===== src/rtl/operand_fetch.sv =====
// Operand fetch: regfile read, writeback bypass, scoreboard hazards,
// and one registered operand bundle toward execute.
module operand_fetch #(
  parameter int XLEN = 32,
  parameter int NREG = 32,
  parameter int AW   = 5
) (
  input  logic            clk,
  input  logic            rst,
  input  logic            flush,
  input  logic            id_valid,
  output logic            id_ready,
  input  logic [AW-1:0]   id_rs1,
  input  logic [AW-1:0]   id_rs2,
  input  logic            id_use_rs1,
  input  logic            id_use_rs2,
  input  logic [AW-1:0]   id_rd,
  input  logic            id_rd_we,
  output logic [AW-1:0]   rf_rs1,
  output logic [AW-1:0]   rf_rs2,
  input  logic [XLEN-1:0] rf_rs1_data,
  input  logic [XLEN-1:0] rf_rs2_data,
  input  logic            wb_we,
  input  logic [AW-1:0]   wb_rd,
  input  logic [XLEN-1:0] wb_data,
  output logic            ex_valid,
  input  logic            ex_ready,
  output logic [XLEN-1:0] ex_rs1_data,
  output logic [XLEN-1:0] ex_rs2_data,
  output logic [AW-1:0]   ex_rd,
  output logic            ex_rd_we
);

  logic [NREG-1:0] pending;
  logic [NREG-1:0] pend_nxt;
  logic            rs1_nz;
  logic            rs2_nz;
  logic            rd_nz;
  logic            wb_nz;
  logic            hit1;
  logic            hit2;
  logic            raw1;
  logic            raw2;
  logic            waw;
  logic            issue;
  logic [XLEN-1:0] op1;
  logic [XLEN-1:0] op2;

  assign rf_rs1 = id_rs1;
  assign rf_rs2 = id_rs2;

  assign rs1_nz = (id_rs1 != '0);
  assign rs2_nz = (id_rs2 != '0);
  assign rd_nz  = (id_rd != '0);
  assign wb_nz  = (wb_rd != '0);

  assign hit1 = wb_we && (wb_rd == id_rs1) && rs1_nz;
  assign hit2 = wb_we && (wb_rd == id_rs2) && rs2_nz;

  assign raw1 = id_use_rs1 && rs1_nz
             && pending[id_rs1] && !hit1;
  assign raw2 = id_use_rs2 && rs2_nz
             && pending[id_rs2] && !hit2;
  assign waw  = id_rd_we && rd_nz && pending[id_rd]
             && !(wb_we && (wb_rd == id_rd));

  assign id_ready = rst && !flush
                 && !raw1 && !raw2 && !waw
                 && (!ex_valid || ex_ready);
  assign issue = id_valid && id_ready;

  always_comb begin
    op1 = rf_rs1_data;
    if (!rs1_nz)   op1 = '0;
    else if (hit1) op1 = wb_data;
  end

  always_comb begin
    op2 = rf_rs2_data;
    if (!rs2_nz)   op2 = '0;
    else if (hit2) op2 = wb_data;
  end

  // A new issue to the same register outranks the writeback clear.
  always_comb begin
    pend_nxt = pending;
    if (wb_we && wb_nz)
      pend_nxt[wb_rd] = 1'b0;
    if (issue && id_rd_we && rd_nz)
      pend_nxt[id_rd] = 1'b1;
    pend_nxt[0] = 1'b0;
  end

  always_ff @(posedge clk) begin
    if (!rst) begin
      pending     <= '0;
      ex_valid    <= 1'b0;
      ex_rs1_data <= '0;
      ex_rs2_data <= '0;
      ex_rd       <= '0;
      ex_rd_we    <= 1'b0;
    end else if (flush) begin
      pending  <= '0;
      ex_valid <= 1'b0;
    end else begin
      pending <= pend_nxt;
      if (issue) begin
        ex_valid    <= 1'b1;
        ex_rs1_data <= op1;
        ex_rs2_data <= op2;
        ex_rd       <= id_rd;
        ex_rd_we    <= id_rd_we;
      end else if (ex_ready) begin
        ex_valid <= 1'b0;
      end
    end
  end

endmodule


===== config.mk =====
export PLATFORM = sky130hd
export DESIGN_NAME = operand_fetch
export DESIGN_NICKNAME = d
export VERILOG_FILES = /design/src/rtl/operand_fetch.sv
export SDC_FILE = /design/constraint.sdc
export NUM_CORES = 1
export LEC_CHECK = 0
export BUFFER_PORTS_ARGS = -buffer_cell sky130_fd_sc_hd__buf_4
export CORE_MARGIN = 4
export CORE_UTILIZATION = 55
export DETAILED_ROUTE_END_ITERATION = 10
export PLACE_DENSITY = 0.85
export SLEW_MARGIN = 20
export SYNTH_ARGS = -nofsm -noshare
export SYNTH_HDL_FRONTEND = slang
export SYNTH_SLANG_ARGS = --single-unit

===== constraint.sdc =====
create_clock -name clk -period 5.9 [get_ports clk]
set_input_delay 1.18 -clock clk [delete_from_list [all_inputs] [get_ports clk]]
set_output_delay 1.18 -clock clk [all_outputs]
set_load 0.02 [all_outputs]

* Yosys cells after proc, flatten, opt, wreduce, memory -nomap -nowiden
Cells that the tools add are included.
** Word-level totals
- Register bits after elaboration :: 103
- Input bits :: 125
- Logic and storage cells :: 80
** Cells by class
- $lt $le $gt $ge :: 6
- Equal/unequal tests :: 3
- Mux-type cells :: 18
- Bitwise gates (word level) :: 5
- Reduce and logical (&&, ||, !) cells :: 41
** Operators by type and width (number)
- 32-bit 2-to-1 mux :: 6
- 32-bit AND :: 1
- 32-bit inverter :: 1
- 32-bit OR :: 1
- 1-bit logical AND :: 25
- 5-bit by 6-bit < comparator with 1-bit output, second input constant :: 4
- 5-bit nonzero test :: 4
- 1-bit binary-select mux with 5-bit select :: 3
- 5-bit equality test :: 3
- 1-bit demux with 5-bit select :: 2
- 5-bit by 1-bit >= comparator with 1-bit output, second input constant :: 2
- 1-bit logical NOT :: 8
- 1-bit 2-to-1 mux :: 7
- 1-bit inverter :: 2
- 2-bit AND reduction :: 1
- 2-bit nonzero test :: 1
- 2-bit OR reduction :: 1
- 1-bit logical OR :: 1

* Longest topological paths before layout
Gate-level depths: netlist of the first run.
- Word-level depth :: 14
- Gate-level depth with buffers :: 10

* Worst setup path before layout of the first run
OpenSTA, ideal clock, no wires.
- Path type :: in2out
- Start :: input id_rd[0]
- End :: output id_ready
- Arrival time :: 3002 ps
- Required time :: 4720 ps
- Path slack :: 1718 ps
- Stages :: 6
- Cell sequence :: clkbuf_1 -> mux4_2 -> a222oi_1 -> and4_1 -> o21ai_0 -> and4b_1
** On the way
- Cells in the longest elaborated chain, start to end :: 7
- Elaborated cells between the ends (all ways) :: 12
** Ends and longest elaborated chain
- from (decl) :: RTL line 17 : input logic [AW-1:0] id_rd,
- 1-bit binary-select mux with 5-bit select, or another cell as far along :: RTL line 64 : assign waw = id_rd_we && rd_nz && pending[id_rd]
- 1-bit 2-to-1 mux (not written as such), or another cell as far along :: RTL line 64
- 1-bit logical AND / 1-bit logical NOT (equally long branches) :: RTL line 64, 65
- 1-bit logical AND (*) :: RTL line 65 : && !(wb_we && (wb_rd == id_rd));
- 1-bit logical NOT (*) :: RTL line 68 : && !raw1 && !raw2 && !waw
- 1-bit logical AND (*) :: RTL line 68
- 1-bit logical AND (*) :: RTL line 69 : && (!ex_valid || ex_ready);
- to (decl) :: RTL line 12 : output logic id_ready,
Mark *: on every way between the ends. The rest lies on a longest branch, timed or not. The select of a mux whose other input is x is not followed.

* Final worst setup path of the first run
- Start :: input id_rd[1]
- End :: output id_ready
The elaborated chain is that of the path after synthesis.

==> impl_results.rst, run 1 <==
.. list-table::
   :header-rows: 1

   * - Metric
     - Value
   * - Most used flip-flop cell after synthesis
     - dfxtp_1
   * - Post-synthesis cell type count
     - slightly below 50
   * - Inserted Diodes
     - 0
   * - Worst setup skew after layout
     - between 10 and 15 ps
   * - Unrepaired setup endpoints after global routing
     - no
   * - Number of DRC violations after detailed routing
     - 0
   * - Core Rows
     - 38
   * - Clock power share
     - between 30 and 40%
   * - Design internal power
     - around 1.2 mW
   * - Worst endpoint required time
     - 4720 ps
   * - Detailed placer's ending HPWL
     - 14500 um
   * - Remaining global-route overflow
     - 0
   * - Post-synthesis register bit count
     - 102
   * - Per-cell routed wire length
     - 20.2 um
   * - CTS hold repair buffers
     - 0
   * - Total die area
     - 0.0131 mm^2
   * - Fin Hold WS
     - 463 ps
   * - Transition at the pin with the smallest max-transition slack
     - 1080 ps
   * - Number of pins with negative max-slew slack in the final report
     - 0
   * - Instance count of the mapped netlist
     - 664
   * - Via count of the first global-routing pass
     - 5787
   * - Cell taking the most area after synthesis
     - dfxtp_1
   * - Sequential cell area
     - 0.00204 mm^2
   * - Largest net degree at the start of global routing
     - 75
   * - Post-CTS setup buffers
     - 0
   * - Port-buffer cells
     - 206
   * - Max FO, Critical Path
     - 22
   * - Yosys warnings
     - 0
   * - Worst slew margin
     - 28.1%
   * - Number of nets produced by synthesis
     - 789
   * - Clock H-tree levels
     - 3
   * - Number of antenna violations at the first check in global routing
     - 0
   * - Post-DR vias/cell
     - 6.05
   * - DIE WIDTH
     - 114 um
   * - Power per standard cell area
     - 211 mW/mm^2
   * - Number of fillers in the final layout
     - 817
   * - Summed negative setup slack over all endpoints
     - 0 ps
   * - Static leakage
     - 3.59 nW
   * - Mapped cell area
     - approximately 0.0062 mm^2
   * - Source-to-sink clock delay at the later pin of the worst-skew pair
     - between 300 and 400 ps
   * - Result of the run
     - finished clean
   * - Most numerous cell in the Yosys netlist
     - nand2_1
   * - Antenna Violating Nets Remaining
     - 0
   * - Relative area change from synthesis to final layout
     - 27.8%
   * - Final Setup Violations
     - 0
   * - Worst Path Class, Setup
     - input pin to primary output
   * - Category of the worst setup path launch point
     - input pin
   * - Iter 0 DRT Violations
     - roughly 480
   * - Endpoints failing hold
     - 0
   * - Dominant cells by area after synthesis
     - dfxtp_1 33%, mux2i_1 18%, nand2_1 7.3%, mux2_2 6.5%, mux4_2 6.2%
   * - Final worst path period need
     - 4320 ps
   * - Routed via count
     - 5820
   * - Starting Density
     - 56.8%
   * - Period Utilization, post-route
     - 73.2%
   * - CP arrival
     - 3140 ps
   * - Combined area of the multi-input logic cells
     - 0.00376 mm^2
   * - Placeable core region
     - 0.0109 mm^2
   * - Count of maximum capacitance violations
     - 0
   * - Area share of the largest cell type after synthesis
     - 32.9%
   * - DIE HEIGHT
     - 114 um
   * - Clock tree sinks
     - 102
   * - Count of boundary I/O pins
     - 207
   * - Sort of element at the end of the critical path
     - primary output
   * - Hold Crit Class
     - flip-flop to flip-flop
   * - Wire length reported by the detailed router
     - 19500 um
   * - Switching component of the power
     - 0.449 mW
   * - TritonRoute pass-1 iters
     - 5
   * - Clock transition time at the flip-flop clock pins of the worst setup and hold paths
     - 70 ps
   * - TritonCTS clock tree
     - done
   * - Peak clock frequency supported by timing
     - 231 MHz
   * - Gate power share
     - 18.2%
   * - Sequential area share after synthesis
     - 32.9%
   * - Power share of the sequential group
     - 42.6%
   * - Net count reported at finish
     - 942
   * - Max clock buf depth
     - 2
   * - Fraction of final layout cells sized beyond drive strength 1
     - 39.3%
   * - Total global routing track utilization
     - between 20% and 30%
   * - Root buf cell
     - clkbuf_16
   * - Async set-reset flop share out of synthesis
     - 0%
   * - Synth top cells by count
     - 120 x nand2_1, 113 x mux2i_1, 102 x dfxtp_1
   * - Switching Share
     - 26.8%
   * - Post-Synthesis Mean Instance Area
     - 9.36 um^2
   * - Gates resized, CTS repair
     - 0
   * - Num CTS Buffers
     - 9
   * - Weighted congestion reported at the end of routability-driven placement
     - 0.982
   * - VDD IR max
     - between 0.2 and 0.25 mV
   * - Number of flops mapped to enable cells by yosys
     - 0
   * - Wire length of the first global-routing pass
     - between 30000 and 40000 um
worst paths after layout:
path	start	endpoint	slack (ps)	cells after the start
max	id_rd[1]	id_ready	1580	8
min	ex_rs2_data[18]	ex_rs2_data[18]	460	2
max reg2reg	pending[13]	ex_rs1_data[18]	2950	7
min reg2reg	ex_rs2_data[18]	ex_rs2_data[18]	460	2
routing by layer:
metal	vias up	GRT usage, %	wire length [um]
li1	2683	-	-
met1	2815	36.8	7630
met2	284	48.6	9480
met3	38	8.67	1850
met4	0	9.03	499
met5	-	0	0
power by group through the flow:
stage	sequential, mW	combinational, mW	clock [mW]
floorplan	0.749	0.155	0
global placement	0.729	0.296	0
detailed placement	0.730	0.302	0
CTS	0.714	0.303	0.669
global route	0.716	0.326	0.693
finish	0.714	0.304	0.657
metrics by stage:
step	power, mW	area, um^2	utilization [%]	setup slack, ps	instances
after floorplan	0.904	6210	-	1720	664
after global placement	1.03	7600	69.5	1610	946
after detailed placement	1.03	7600	69.5	1610	946
after CTS	1.69	7930	72.5	1600	962
after global routing	1.73	7940	72.6	1500	962
final	1.68	7940	72.6	1580	962
state kept, by name, indices dropped and copies added (netlist names):
signal,count
ex_rd,5
ex_rd_we,1
ex_rs1_data,32
ex_rs2_data,32
ex_valid,1
pending,31
area by class of cell:
class / instances / area share [%]
Tap cell: 140 / 2.21
Inverter: 11 / 0.520
Clock inverter: 7 / 1.34
Timing Repair Buffer: 210 / 20.0
Sequential cell: 102 / 25.7
Clock buffer: 9 / 2.84
Multi-Input combinational cell: 483 / 47.4
cell families (layout without fill, tap and decap cells):
family | Yosys count | in the layout | synth area share [%]
buffers and inverters | 79 | 237 | 6.85
AO/OA/AOI/OAI | 86 | 86 | 10.5
AND/OR/NAND/NOR | 215 | 215 | 16.6
XOR/XNOR | 15 | 15 | 2.11
multiplexers | 167 | 167 | 31.1
flip-flops | 102 | 102 | 32.9
worst max-delay path, stage by stage:
cell     delay, ps
buf_4          270
mux4_2         540
nor2b_1        140
o31ai_1        170
and4_1         320
o21ai_0        110
and4b_1        260
buf_4          140
placed cells by master, fill, tap and decap left out, drive strengths merged, types with 3 or more instances in the layout:
cell      n
mux2i   113
o31ai    30
dfxtp   102
mux2     37
or2      33
xor2      8
nor3      4
nand2   120
inv      13
o211ai   27
xnor2     7
nand2b    5
o22ai     3
o21ai    10
o311ai    4
nor4      5
buf     210
nor2b     7
clkbuf    9
nor2      9
or4       4
mux4     17
nand3    15
No activity file was read; power rests on OpenSTA's default activity.
==> run 2, diff against run 1 <==
- ABC_AREA: not set -> 1
- CORE_UTILIZATION: 55 -> 52
- PLACE_DENSITY: 0.85 -> 0.8
- clock period: 5.9 -> 4 ns (I/O delays scaled with it)
==> impl_results.rst, run 2 <==
.. list-table::
   :header-rows: 1

   * - Metric
     - Value
   * - Result of the run
     - finished clean
   * - Relative area change from synthesis to final layout
     - 26.6%
   * - Weighted congestion reported at the end of routability-driven placement
     - 0.995
   * - Largest net degree at the start of global routing
     - 83
   * - Worst slew margin
     - 50.7%
   * - Clock tree sinks
     - 102
   * - CTS hold repair buffers
     - 0
   * - Starting Density
     - 54.0%
   * - Fraction of the core area covered by cells at the end of the flow
     - slightly below 70%
   * - Final Setup Violations
     - 0
   * - CP arrival
     - 2400 ps
   * - Yosys warnings
     - 0
   * - Via count of the first global-routing pass
     - 6816
   * - Max clock buf depth
     - 2
   * - Period Utilization, post-route
     - 80.0%
   * - VDD IR max
     - between 0.2 and 0.25 mV
   * - Area share of the largest cell type after synthesis
     - between 30% and 40%
   * - Inserted Diodes
     - 0
   * - Fraction of final layout cells sized beyond drive strength 1
     - 25.9%
   * - Complex-gate fraction of the synthesized area
     - 20.2%
   * - Global-route track usage on met2
     - around 47%
   * - Number of antenna violations at the first check in global routing
     - 0
   * - Iter 0 DRT Violations
     - roughly 780
   * - Number of nets produced by synthesis
     - between 1000 and 1500
   * - Unrepaired setup endpoints after global routing
     - no
   * - Source-to-sink clock delay at the later pin of the worst-skew pair
     - 350 ps
   * - Most used flip-flop cell after synthesis
     - dfxtp_1
   * - Number of flops mapped to enable cells by yosys
     - 0
   * - Total global routing track utilization
     - 30.7%
   * - Cell taking the most area after synthesis
     - dfxtp_1
   * - Instance count of the mapped netlist
     - 1040
   * - Number of DRC violations after detailed routing
     - 0
   * - Wire length reported by the detailed router
     - 23100 um
   * - Post-Synthesis Mean Instance Area
     - 6.34 um^2
   * - Detailed placer's ending HPWL
     - 16800 um
   * - Async set-reset flop share out of synthesis
     - 0%
   * - Combined area of the multi-input logic cells
     - 0.00366 mm^2
   * - Post-synthesis register bit count
     - 102
   * - DIE WIDTH
     - 121 um
   * - Synth top cells by count
     - 258 x nand2_1, 159 x nor2_1, 102 x dfxtp_1, 102 x inv_1, 70 x o21ai_0
   * - Final worst path period need
     - 3200 ps
   * - Core Rows
     - 40
   * - Most numerous cell in the Yosys netlist
     - nand2_1
   * - Layer with the highest usage after global routing
     - met2
   * - Gates resized, CTS repair
     - 0
   * - Count of boundary I/O pins
     - 207
   * - Routed via count
     - 7438
   * - Antenna Violating Nets Remaining
     - 0
   * - Max FO, Critical Path
     - 20
   * - Xor/xnor cell area share of the yosys netlist
     - 0.266%
   * - TritonCTS clock tree
     - done
   * - Regs by FF count
     - ex_rs1_data (32), ex_rs2_data (32), pending (31)
   * - Multiplexer fraction of the synthesized cell area
     - 0%
   * - Most used cells in the layout excluding fill and tap cells
     - 258 x nand2_1, 217 x buf_4, 159 x nor2_1, 102 x inv_1, 102 x dfxtp_1
   * - Peak clock frequency supported by timing
     - between 300 and 400 MHz
   * - Per-cell routed wire length
     - 16.9 um
   * - Net count reported at finish
     - 1320
   * - Leading cell type in the layout, fill and taps excluded
     - nand2_1
   * - Summed negative setup slack over all endpoints
     - 0 ps
   * - Global-route met3 utilization
     - 8.56%
   * - Sequential cell area
     - 0.00204 mm^2
   * - Simple-Gate Fraction of Synth Area
     - a little over a third
   * - DIE HEIGHT
     - 121 um
   * - Post-synthesis cell type count
     - 34
   * - Port-buffer cells
     - 206
   * - Placeable core region
     - approximately 0.012 mm^2
   * - Clock transition time at the flip-flop clock pins of the worst setup and hold paths
     - 70 ps
   * - Worst Path Class, Setup
     - input pin to primary output
   * - Category of the worst setup path launch point
     - input pin
   * - Endpoints failing hold
     - 0
   * - Remaining global-route overflow
     - 0
   * - Count of maximum capacitance violations
     - 0
   * - Number of fillers in the final layout
     - approximately 1200
   * - Clock H-tree levels
     - 3
   * - Arithmetic-cell share of the synthesized area counting full adders, half adders and majority gates
     - 0%
   * - Mapped cell area
     - between 0.006 and 0.007 mm^2
   * - Num CTS Buffers
     - 9
   * - Routing usage on met1
     - 41.9%
   * - TritonRoute pass-1 iters
     - 5
   * - Root buf cell
     - clkbuf_16
   * - Dominant cells by area after synthesis
     - dfxtp_1 31%, nand2_1 15%, nor2_1 9.1%, inv_1 5.8%, o21ai_0 5.3%
   * - Total die area
     - 0.0145 mm^2
   * - Sort of element at the end of the critical path
     - primary output
   * - Worst endpoint required time
     - 3200 ps
   * - Hold Crit Class
     - flip-flop to flip-flop
   * - Post-CTS setup buffers
     - 0
   * - Worst setup skew after layout
     - 11.4 ps
   * - Wire length of the first global-routing pass
     - 35800 um
   * - Post-DR vias/cell
     - 5.44
   * - Sequential area share after synthesis
     - 31.0%
   * - Number of pins with negative max-slew slack in the final report
     - 0
   * - Static leakage
     - 3.78 nW
   * - Largest family of logic cells by synthesized area
     - simple AND/OR/NAND/NOR gates
   * - Transition at the pin with the smallest max-transition slack
     - 738 ps
   * - Power per standard cell area
     - about 320 mW/mm^2
run 2: logic make-up after synthesis:
group	Yosys count
simple gates	528
buf+inv	187
flops	102
compound gates	221
xor+xnor	2
run 2: power by group:
part | leakage (nW) | switching, mW | internal (mW) | total, mW
Combinational | 2.77 | 0.319 | 0.215 | 0.534
Sequential | 0.828 | 0.0199 | 1.05 | 1.07
Clock | 0.175 | 0.402 | 0.677 | 1.08
Total | 3.78 | 0.741 | 1.94 | 2.68
run 2: worst max-delay path: stages:
cell     delay [ps]
buf_4           190
inv_2           270
nand2_1         250
o21ai_1         220
inv_2            50
nand2_1          60
inv_1            40
a21oi_2         170
nand3_2         120
inv_1            70
buf_4           140
run 2: layer usage:
layer | wire, um | up-vias
met4 | 653 | 0
li1 | - | 3634
met2 | 10400 | 349
met5 | 0 | -
met3 | 2190 | 46
met1 | 9820 | 3409
run 2: worst paths after layout:
kind                        start         endpoint  slack (ps)  depth (start not counted)
setup / recovery         id_rd[0]         id_ready         800                         11
hold / removal    ex_rs1_data[28]  ex_rs1_data[28]         440                          2
setup reg to reg       pending[8]      pending[31]        1750                         11
hold reg to reg   ex_rs1_data[28]  ex_rs1_data[28]         440                          2
run 2: through the flow:
step | worst slack [ps] | hold slack (ps) | power [mW] | instances | area, um^2
final | 801 | 440 | 2.68 | 1367 | 8340
after global routing | 686 | 464 | 2.78 | 1367 | 8340
after CTS | 840 | 442 | 2.69 | 1367 | 8340
after detailed placement | 812 | 432 | 1.62 | 1352 | 7980
after global placement | 871 | 428 | 1.62 | 1352 | 7980
after floorplan | 1350 | 464 | 1.40 | 1040 | 6590
run 2: layout make-up:
class	instances	area share (%)
inverters	113	5.10
flip-flops and latches	102	24.5
multi-input cells	751	43.8
clock inverters	5	1.57
clock buffers	10	2.74
well taps	168	2.52
repair buffers	218	19.8
==> run 3, diff against run 2 <==
- CORE_UTILIZATION: 52 -> 47
- PLACE_DENSITY: 0.8 -> 0.76
- clock period: 4 -> 2.8 ns (I/O delays scaled with it)
==> impl_results.rst, run 3 (synthesis results as in run 2) <==
.. list-table::
   :header-rows: 1

   * - Metric
     - Value
   * - Peak clock frequency supported by timing
     - 397 MHz
   * - Count of maximum capacitance violations
     - 0
   * - Gates resized, CTS repair
     - 0
   * - Inst Count DP
     - 1369
   * - Weighted congestion reported at the end of routability-driven placement
     - 0.956
   * - Source-to-sink clock delay at the later pin of the worst-skew pair
     - 350 ps
   * - Max FO, Critical Path
     - 18
   * - Result of the run
     - finished clean
   * - Largest net degree at the start of global routing
     - 76
   * - Detailed placer's ending HPWL
     - 16600 um
   * - Period Utilization, post-route
     - 89.9%
   * - Most used cells in the layout excluding fill and tap cells
     - 258 x nand2_1, 221 x buf_4, 159 x nor2_1, 102 x inv_1, 102 x dfxtp_1
   * - Inserted Diodes
     - 0
   * - Gate power share
     - 22.1%
   * - Total global routing track utilization
     - 27.2%
   * - Clock transition time at the flip-flop clock pins of the worst setup and hold paths
     - 70 ps
   * - Placed cell areas
     - 0.00805 mm^2
   * - Worst endpoint required time
     - 2240 ps
   * - VDD IR max
     - 0.337 mV
   * - Worst setup skew after layout
     - between 9 and 10 ps
   * - Starting Density
     - 47.7%
   * - Clock tree sinks
     - ~100
   * - Root buf cell
     - clkbuf_16
   * - Per-cell routed wire length
     - 16.3 um
   * - Total design power
     - 3.47 mW
   * - Leading cell type in the layout, fill and taps excluded
     - nand2_1
   * - Final Setup Violations
     - 0
   * - Category of the worst setup path launch point
     - input pin
   * - Net count reported at finish
     - 1325
   * - Number of fillers in the final layout
     - 1422
   * - Antenna Violating Nets Remaining
     - 0
   * - TritonRoute pass-1 iters
     - 5
   * - Power per standard cell area
     - 418 mW/mm^2
   * - Num CTS Buffers
     - 9
   * - Power share of the sequential group
     - 44.1%
   * - Wire length reported by the detailed router
     - 22500 um
   * - Total die area
     - 0.0160 mm^2
   * - Wire length of the first global-routing pass
     - 35500 um
   * - Regs by FF count
     - ex_rs1_data (32), ex_rs2_data (32), pending (31)
   * - Switching component of the power
     - 1.05 mW
   * - Hold Crit Class
     - flip-flop to flip-flop
   * - Post-CTS setup buffers
     - 0
   * - Max clock buf depth
     - 2
   * - Clock power share
     - 33.8%
   * - Fin Hold WS
     - 440 ps
   * - Number of pins with negative max-slew slack in the final report
     - 0
   * - DIE HEIGHT
     - about 130 um
   * - CTS hold repair buffers
     - 0
   * - Transition at the pin with the smallest max-transition slack
     - 705 ps
   * - Remaining global-route overflow
     - 0
   * - Clock H-tree levels
     - 3
   * - Count of boundary I/O pins
     - 207
   * - Routed via count
     - 7382
   * - TritonCTS clock tree
     - done
   * - Design internal power
     - 2.42 mW
   * - Summed negative setup slack over all endpoints
     - 0 ps
   * - Worst slew margin
     - 53.0%
   * - Sort of element at the end of the critical path
     - primary output
   * - Post-layout instance count excluding filler cells
     - 1384
   * - Post-route cell area
     - around 0.0083 mm^2
   * - Sequential cell area
     - roughly 0.0020 mm^2
   * - Port-buffer cells
     - about 210
   * - Number of DRC violations after detailed routing
     - 0
   * - DIE WIDTH
     - 126 um
   * - Core Rows
     - 43
   * - Endpoints failing hold
     - 0
   * - CP arrival
     - 1960 ps
   * - Iter 0 DRT Violations
     - 723
   * - Number of antenna violations at the first check in global routing
     - 0
   * - Switching Share
     - between 30% and 40%
   * - Static leakage
     - around 3.8 nW
   * - Placeable core region
     - about 0.014 mm^2
   * - Post-DR vias/cell
     - 5.33
   * - Relative area change from synthesis to final layout
     - 26.2%
   * - Worst Path Class, Setup
     - input pin to primary output
   * - Final worst path period need
     - 2520 ps
   * - Unrepaired setup endpoints after global routing
     - no
   * - Fraction of final layout cells sized beyond drive strength 1
     - between 20% and 30%
   * - Via count of the first global-routing pass
     - 6892
   * - Combined area of the multi-input logic cells
     - 0.00366 mm^2
## run 3: cell types whose count changed in the layout (fill, tap and decap cells not counted), sizes merged
cell and delta:
clkbuf +1, bufinv -4, clkinvlp +2, buf +5, clkinv +1
## run 3: final timing paths
check	startpoint	to	slack, ps	depth (start not counted)
setup reg to reg	pending[8]	ex_rs2_data[13]	590	12
setup / recovery	id_rd[0]	id_ready	280	14
hold / removal	ex_rs1_data[24]	ex_rs1_data[24]	440	2
hold reg to reg	ex_rs1_data[24]	ex_rs1_data[24]	440	2
## run 3: through the flow
step,setup WS (ps),util [%]
2_1_floorplan,625,-
3_3_place_gp,221,58.2
3_5_place_dp,162,58.2
4_1_cts,307,60.1
5_1_grt,131,60.1
6_report,284,60.1
## run 3: power by group through the flow
stage | Clock, mW | Sequential, mW | Combinational, mW
5_1_grt | 1.26 | 1.54 | 0.837
4_1_cts | 1.19 | 1.53 | 0.765
6_report | 1.17 | 1.53 | 0.768
3_3_place_gp | 0 | 1.56 | 0.761
2_1_floorplan | 0 | 1.62 | 0.381
3_5_place_dp | 0 | 1.56 | 0.764
## run 3: layer usage
metal | track usage (%) | share of wire [%]
met5 | 0 | 0
met2 | 42.3 | 45
met1 | 36.1 | 42
met4 | 11.2 | 3.9
met3 | 6.69 | 9.2
## run 3: cell type report
type | instances | area share [%]
Multi-Input combinational cell | 751 | 44.0
Inverter | 113 | 5.12
Clock inverter | 4 | 0.391
Sequential cell | 102 | 24.6
Timing Repair Buffer | 223 | 20.4
Tap cell | 180 | 2.71
Clock buffer | 11 | 2.80
## run 3: critical path: stages
cell and delay (ps):
buf_4 160, inv_2 160, nand2_1 90, nand2_1 50, nand2_1 50, nand2_1 60
nand2_1 60, nand2_1 50, nor2_1 150, nand2_1 90, a21oi_2 150, nand3_2 110
inv_1 70, buf_4 140
